`config.mk`:
```
export PLATFORM = sky130hd
export DESIGN_NAME = axi_cnt_master
export DESIGN_NICKNAME = d
export VERILOG_FILES = /design/src/rtl/axi_cnt_pkg.sv /design/src/rtl/axi_cnt_wr_issue.sv /design/src/rtl/axi_cnt_master.sv
export SDC_FILE = /design/constraint.sdc
export NUM_CORES = 1
export LEC_CHECK = 0
export BUFFER_PORTS_ARGS = -buffer_cell sky130_fd_sc_hd__buf_2
export CAP_MARGIN = 20
export CORE_AREA = 2 2 115 162
export CTS_CLUSTER_SIZE = 12
export DETAILED_ROUTE_END_ITERATION = 7
export DIE_AREA = 0 0 117 164
export GPL_ROUTABILITY_DRIVEN = 1
export PLACE_DENSITY = 0.72
export SLEW_MARGIN = 40
export SYNTH_ARGS = -nofsm -noshare
export SYNTH_HDL_FRONTEND = slang
export SYNTH_SLANG_ARGS = --single-unit
```
`constraint.sdc`:
```
create_clock -name clk -period 1.8 [get_ports clk]
set_input_delay 0.27 -clock clk [delete_from_list [all_inputs] [get_ports clk]]
set_output_delay 0.27 -clock clk [all_outputs]
set_load 0.01 [all_outputs]
```
`src/rtl/axi_cnt_pkg.sv`:
```
// Shared types and constants for the AXI counter master.
// The FSM walks one single-beat write followed by a read-back.

package axi_cnt_pkg;

    typedef enum logic [2:0] {
        StIdle,
        StWr,
        StWresp,
        StRda,
        StRdd,
        StChk
    } state_t;

    localparam logic [1:0] RESP_OKAY   = 2'b00;
    localparam logic [1:0] RESP_SLVERR = 2'b10;

    localparam int unsigned DEF_ID_W     = 4;
    localparam int unsigned DEF_DATA_W   = 32;
    localparam int unsigned DEF_NUM_REGS = 8;
    localparam int unsigned DEF_TIMEOUT  = 256;

endpackage

```
`src/rtl/axi_cnt_wr_issue.sv`:
```
// Issues the AW and W beats of one write together and retires each on its own handshake.
// all_done_o is high once both channels have handshaken, including in the handshake cycle.

module axi_cnt_wr_issue (
    input  logic clk,
    input  logic areset,
    input  logic start_i,
    input  logic awready_i,
    input  logic wready_i,
    output logic awvalid_o,
    output logic wvalid_o,
    output logic all_done_o
);

    logic awvalid_q, wvalid_q;
    logic aw_done_q, w_done_q;
    logic aw_hs, w_hs;

    assign aw_hs = awvalid_q && awready_i;
    assign w_hs  = wvalid_q && wready_i;

    always_ff @(posedge clk or negedge areset) begin
        if (!areset) begin
            awvalid_q <= 1'b0;
            wvalid_q  <= 1'b0;
            aw_done_q <= 1'b0;
            w_done_q  <= 1'b0;
        end else if (start_i) begin
            awvalid_q <= 1'b1;
            wvalid_q  <= 1'b1;
            aw_done_q <= 1'b0;
            w_done_q  <= 1'b0;
        end else begin
            if (aw_hs) begin
                awvalid_q <= 1'b0;
                aw_done_q <= 1'b1;
            end
            if (w_hs) begin
                wvalid_q <= 1'b0;
                w_done_q <= 1'b1;
            end
        end
    end

    assign awvalid_o  = awvalid_q;
    assign wvalid_o   = wvalid_q;
    assign all_done_o = (aw_done_q || aw_hs) && (w_done_q || w_hs);

endmodule

```
`src/rtl/axi_cnt_master.sv`:
```
// AXI single-beat master: writes a running counter to register IDX, reads it back and compares.
// IDX walks 0..NUM_REGS-1 and wraps; status is sticky until reset.

module axi_cnt_master
    import axi_cnt_pkg::*;
#(
    parameter int unsigned ID_W     = DEF_ID_W,
    parameter int unsigned DATA_W   = DEF_DATA_W,
    parameter int unsigned NUM_REGS = DEF_NUM_REGS,
    parameter int unsigned AXI_ID   = 0,
    parameter int unsigned TIMEOUT  = DEF_TIMEOUT
) (
    input  logic                clk,
    input  logic                areset,
    input  logic                en_i,
    output logic [ID_W-1:0]     awid_o,
    output logic [31:0]         awaddr_o,
    output logic                awvalid_o,
    input  logic                awready_i,
    output logic [ID_W-1:0]     wid_o,
    output logic [DATA_W-1:0]   wdata_o,
    output logic [DATA_W/8-1:0] wstrb_o,
    output logic                wlast_o,
    output logic                wvalid_o,
    input  logic                wready_i,
    input  logic [ID_W-1:0]     bid_i,
    input  logic [1:0]          bresp_i,
    input  logic                bvalid_i,
    output logic                bready_o,
    output logic [ID_W-1:0]     arid_o,
    output logic [31:0]         araddr_o,
    output logic                arvalid_o,
    input  logic                arready_i,
    input  logic [ID_W-1:0]     rid_i,
    input  logic [DATA_W-1:0]   rdata_i,
    input  logic                rvalid_i,
    output logic                rready_o,
    output logic [DATA_W-1:0]   cnt_o,
    output logic [7:0]          mism_o,
    output logic                err_o,
    output logic                timeout_o,
    output logic                done_o
);

    localparam int unsigned IDX_W = (NUM_REGS > 1) ? $clog2(NUM_REGS) : 1;
    localparam int unsigned WD_W  = $clog2(TIMEOUT + 1);

    state_t              state_q;
    logic [IDX_W-1:0]    idx_q;
    logic [DATA_W-1:0]   val_q, next_q, rdata_q, cnt_q;
    logic [7:0]          mism_q;
    logic                err_q, timeout_q, done_q;
    logic                bready_q, arvalid_q, rready_q;
    logic [WD_W-1:0]     wdog_q;
    logic                wr_start, wr_all_done, advance, waiting;

    // Only one transaction is ever outstanding, so response IDs carry no information.
    logic unused_ids;
    assign unused_ids = ^{bid_i, rid_i};

    assign wr_start = (state_q == StIdle) && en_i;

    axi_cnt_wr_issue u_wr_issue (
        .clk        (clk),
        .areset     (areset),
        .start_i    (wr_start),
        .awready_i  (awready_i),
        .wready_i   (wready_i),
        .awvalid_o  (awvalid_o),
        .wvalid_o   (wvalid_o),
        .all_done_o (wr_all_done)
    );

    always_comb begin
        advance = 1'b0;
        unique case (state_q)
            StIdle:  advance = en_i;
            StWr:    advance = wr_all_done;
            StWresp: advance = bvalid_i;
            StRda:   advance = arready_i;
            StRdd:   advance = rvalid_i;
            StChk:   advance = 1'b1;
            default: advance = 1'b0;
        endcase
    end

    assign waiting = (state_q == StWr) || (state_q == StWresp) ||
                     (state_q == StRda) || (state_q == StRdd);

    always_ff @(posedge clk or negedge areset) begin
        if (!areset) begin
            state_q   <= StIdle;
            idx_q     <= '0;
            val_q     <= '0;
            next_q    <= DATA_W'(1);
            rdata_q   <= '0;
            cnt_q     <= '0;
            mism_q    <= '0;
            err_q     <= 1'b0;
            timeout_q <= 1'b0;
            done_q    <= 1'b0;
            bready_q  <= 1'b0;
            arvalid_q <= 1'b0;
            rready_q  <= 1'b0;
            wdog_q    <= '0;
        end else begin
            done_q <= 1'b0;
            case (state_q)
                StIdle: if (advance) begin
                    val_q   <= next_q;
                    state_q <= StWr;
                end
                StWr: if (advance) begin
                    bready_q <= 1'b1;
                    state_q  <= StWresp;
                end
                StWresp: if (advance) begin
                    if (bresp_i != RESP_OKAY) err_q <= 1'b1;
                    bready_q  <= 1'b0;
                    arvalid_q <= 1'b1;
                    state_q   <= StRda;
                end
                StRda: if (advance) begin
                    arvalid_q <= 1'b0;
                    rready_q  <= 1'b1;
                    state_q   <= StRdd;
                end
                StRdd: if (advance) begin
                    rdata_q  <= rdata_i;
                    rready_q <= 1'b0;
                    state_q  <= StChk;
                end
                StChk: begin
                    if (rdata_q != val_q) begin
                        err_q <= 1'b1;
                        if (mism_q != 8'hFF) mism_q <= mism_q + 8'd1;
                    end
                    cnt_q   <= val_q;
                    done_q  <= 1'b1;
                    next_q  <= val_q + DATA_W'(1);
                    idx_q   <= (idx_q == IDX_W'(NUM_REGS - 1)) ? '0 : idx_q + IDX_W'(1);
                    state_q <= StIdle;
                end
                default: state_q <= StIdle;
            endcase

            // Watchdog only flags the stall; the handshake is still awaited.
            if (advance) begin
                wdog_q <= '0;
            end else if (waiting) begin
                if (wdog_q != WD_W'(TIMEOUT)) wdog_q <= wdog_q + WD_W'(1);
                if (wdog_q == WD_W'(TIMEOUT - 1)) timeout_q <= 1'b1;
            end
        end
    end

    assign awid_o    = ID_W'(AXI_ID);
    assign wid_o     = ID_W'(AXI_ID);
    assign arid_o    = ID_W'(AXI_ID);
    assign awaddr_o  = 32'(idx_q);
    assign araddr_o  = 32'(idx_q);
    assign wdata_o   = val_q;
    assign wstrb_o   = '1;
    assign wlast_o   = 1'b1;
    assign bready_o  = bready_q;
    assign arvalid_o = arvalid_q;
    assign rready_o  = rready_q;
    assign cnt_o     = cnt_q;
    assign mism_o    = mism_q;
    assign err_o     = err_q;
    assign timeout_o = timeout_q;
    assign done_o    = done_q;

endmodule

```
==> impl_metrics.tcl <==
set metrics [dict create \
    synthFlopType "dfrtp_1" \
    yosys_warnings 0 \
    worstSetupStartpointType "flop" \
    min_period_ns 1.834 \
    synth_compound_area_frac 0.04611 \
    report.final.slew_viol_count 0 \
    synth_top_family_by_area "simple AND/OR/NAND/NOR gates" \
    grt_pass1_wl_um 28420 \
    portBuffers 127 \
    p_per_area_nw_per_um2 1300 \
    p_int_w 0.008872 \
    p_leak_nw 5.333 \
    dr.pass1.iters 4 \
    synth_cells 752 \
    synth-async-reset-ratio 1.000 \
    rsz0062_at_grt "yes" \
    synth-xor-area-share 0.08208 \
    ys_ff_latch 161 \
    gp_congestion 0.8224 \
    clk_pin_slew_worst_paths_ns 0.06 \
    synth-simple-area-share 0.1613 \
    worstPathRequired_ns 2.09 \
    clk_path_buf_depth 2 \
    grt_max_degree 46 \
    synth_edf_count 0 \
    grt_usage 0.1944 \
    grt-ovfl-total 0 \
    die-width_um 117 \
    crit_fanout 6 \
    die_h_um 164 \
    yosys.area_share.adder 0.01109 \
    via_per_inst 4.747 \
    status "finished, violations left" \
    htree_num_levels 4 \
    fp.coreArea_um2 17780 \
    std_cell_rows 58 \
    wl_per_cell_um 15.00 \
    finalHoldViolCount 0 \
    final_cell_mix "155 x dfrtp_1, 152 x nand2_1, 126 x buf_2" \
    first_global_vias 5508 \
    drv_cap 0 \
    layout-drive-gt1-share 0.3774 \
    drt_iter0_drc 338 \
    fin_area_um2 10130 \
    peakVddDrop_v 0.0006937 \
    critPathCaptureType "flop" \
    violations "negative setup slack" \
    crit_arrival_ns 2.13 \
    totalPowerFinal_w 0.01316 \
    power_frac_seq 0.387 \
    detailed_place.area_um2 9134 \
    hold_class "in2reg" \
    seq_area_um2 4036 \
    power_switching_w 0.004290 \
    muxShareOfSynthArea 0.08747 \
    hpwl_um 13090 \
    fin_hold_ws_ns 0.07704 \
    setup_viol 6 \
    drc 0 \
    final.setup.worst_slack_ns -0.03427 \
    antenna_found_initial 0 \
    insertion_delay_ns 0.42 \
    max_freq_ghz 0.5452 \
    multiInputGateArea_um2 3553 \
    cts.sinks 161 \
    layout_commonest_cell "dfrtp_1" \
    fill_cells 1521 \
    place_ws_ns -0.06744 \
    ioPinCount 211 \
    n_antenna_cell 0 \
    yosysSeqAreaShare 0.5104 \
    vias 5768 \
    areaGrowthSynthToFinish_pct 28.24 \
    clock_power_share 0.280 \
    netlist_area_um2 7896 \
    p_comb_frac 0.333 \
    cts_tree "built" \
    ys_types 45 \
    die-area_um2 19190 \
    netSwitchingFraction 0.3260 \
    cts-root-buf "clkbuf_16" \
    cts_made_buffers 17 \
    finalNetCount 1020 \
    postRouteAntennaNets 0 \
    syn_avg_cell_area_um2 10.50 \
    period_share 1.019 \
    drt_wl_total_um 18230 \
    critPathKind "reg2reg" \
    start_util 0.4441 \
    fin_worst_skew_ns 0.009035 \
]
-- synth_stat cells, types with 5 or more instances --
cell | count | area (um2)
nand2_1 | 152 | 570.6
o21ai_0 | 36 | 180.2
mux2_2 | 60 | 675.7
o21ai_1 | 10 | 50.05
buf_2 | 14 | 70.07
nand3_1 | 14 | 70.07
dfrtp_1 | 160 | 4004
nor4_1 | 9 | 56.30
xor2_1 | 56 | 490.5
or3_1 | 5 | 31.28
nor3_1 | 5 | 25.02
inv_1 | 11 | 41.29
ha_1 | 7 | 87.58
xnor2_1 | 18 | 157.7
a21oi_1 | 9 | 45.04
clkbuf_1 | 15 | 56.30
nor2_1 | 34 | 127.6
buf_4 | 80 | 600.6
nand4_1 | 11 | 68.82
-- layout make-up --
class                   count  share of cell area
multi-input cells         541              0.3509
repair buffers            231              0.1574
flip-flops and latches    161              0.3986
well taps                 240             0.02966
inverters                  11            0.004078
clock inverters            11             0.01520
clock buffers              20             0.04411
-- power groups by stage --
stage          sequential (W)  combinational [W]  clock (W)
2_1_floorplan         0.00509            0.00239          0
3_3_place_gp          0.00509            0.00392          0
3_5_place_dp          0.00512            0.00399          0
4_1_cts               0.00508            0.00407    0.00378
5_1_grt               0.00519            0.00482    0.00393
6_report              0.00509            0.00438    0.00369
-- logic make-up after synthesis --
logic type,Yosys count
DFF,161
adders and majority gates,7
buffers and inverters,123
other,2
and+or+nand+nor,259
AOI/OAI and AO/OA,65
xor gates and xnor gates,74
muxes,61
-- metal layers --
layer | GRT usage | vias to the layer above | routed length (um)
li1 | - | 2742 | -
met1 | 0.2481 | 2820 | 7540
met2 | 0.3279 | 187 | 9546
met3 | 0.03653 | 19 | 800
met4 | 0.06952 | 0 | 343
met5 | 0 | - | 0
-- state kept, by name, summed over array words and instances, names as in the netlist, 3 cells and up --
register and count:
rdata_q 32, idx_q 3, wdata_o 32, next_q 32, state_q 3, mism_o 8, cnt_o 32, wdog_q 9
-- critical path, stage by stage, from the launching register on --
cell,delay [ns]
dfrtp_1,0.42
xor2_1,0.18
nor4_2,0.33
nand4_1,0.19
nor2_4,0.19
buf_6,0.18
nor3_1,0.07
xor2_1,0.14
-- metrics by stage --
stage	TNS [ns]	instances	util
final	-0.09340	1215	0.5695
after global routing	-2.775	1215	0.5695
after CTS	-0.1290	1200	0.5517
after detailed placement	-0.4968	1165	0.5137
after global placement	-0.1286	1165	0.5137
after floorplan	-0.0008875	825	-
-- final timing paths --
check,start,endpoint,slack (ns),cells after the start
setup / recovery,wdata_o[9],mism_o[5],-0.03,7
hold / removal,rdata_i[28],rdata_q[28],0.08,2
setup reg to reg,wdata_o[9],mism_o[5],-0.03,7
hold reg to reg,cnt_o[11],cnt_o[11],0.47,2
max in group asynchronous,areset,mism_o[4],0.86,3
min in group asynchronous,areset,cnt_o[21],0.35,2
-- what timing repair did --
action                     in CTS  in global routing
hold endpoints to repair       38                  0
pin swaps                       8                 22
gates resized for setup         9                 48
hold buffers                    1                  0
buffers inserted                3                 14
setup endpoints to repair      27                 58
cloned                          0                  1
Power figures use the tool's default switching activity.
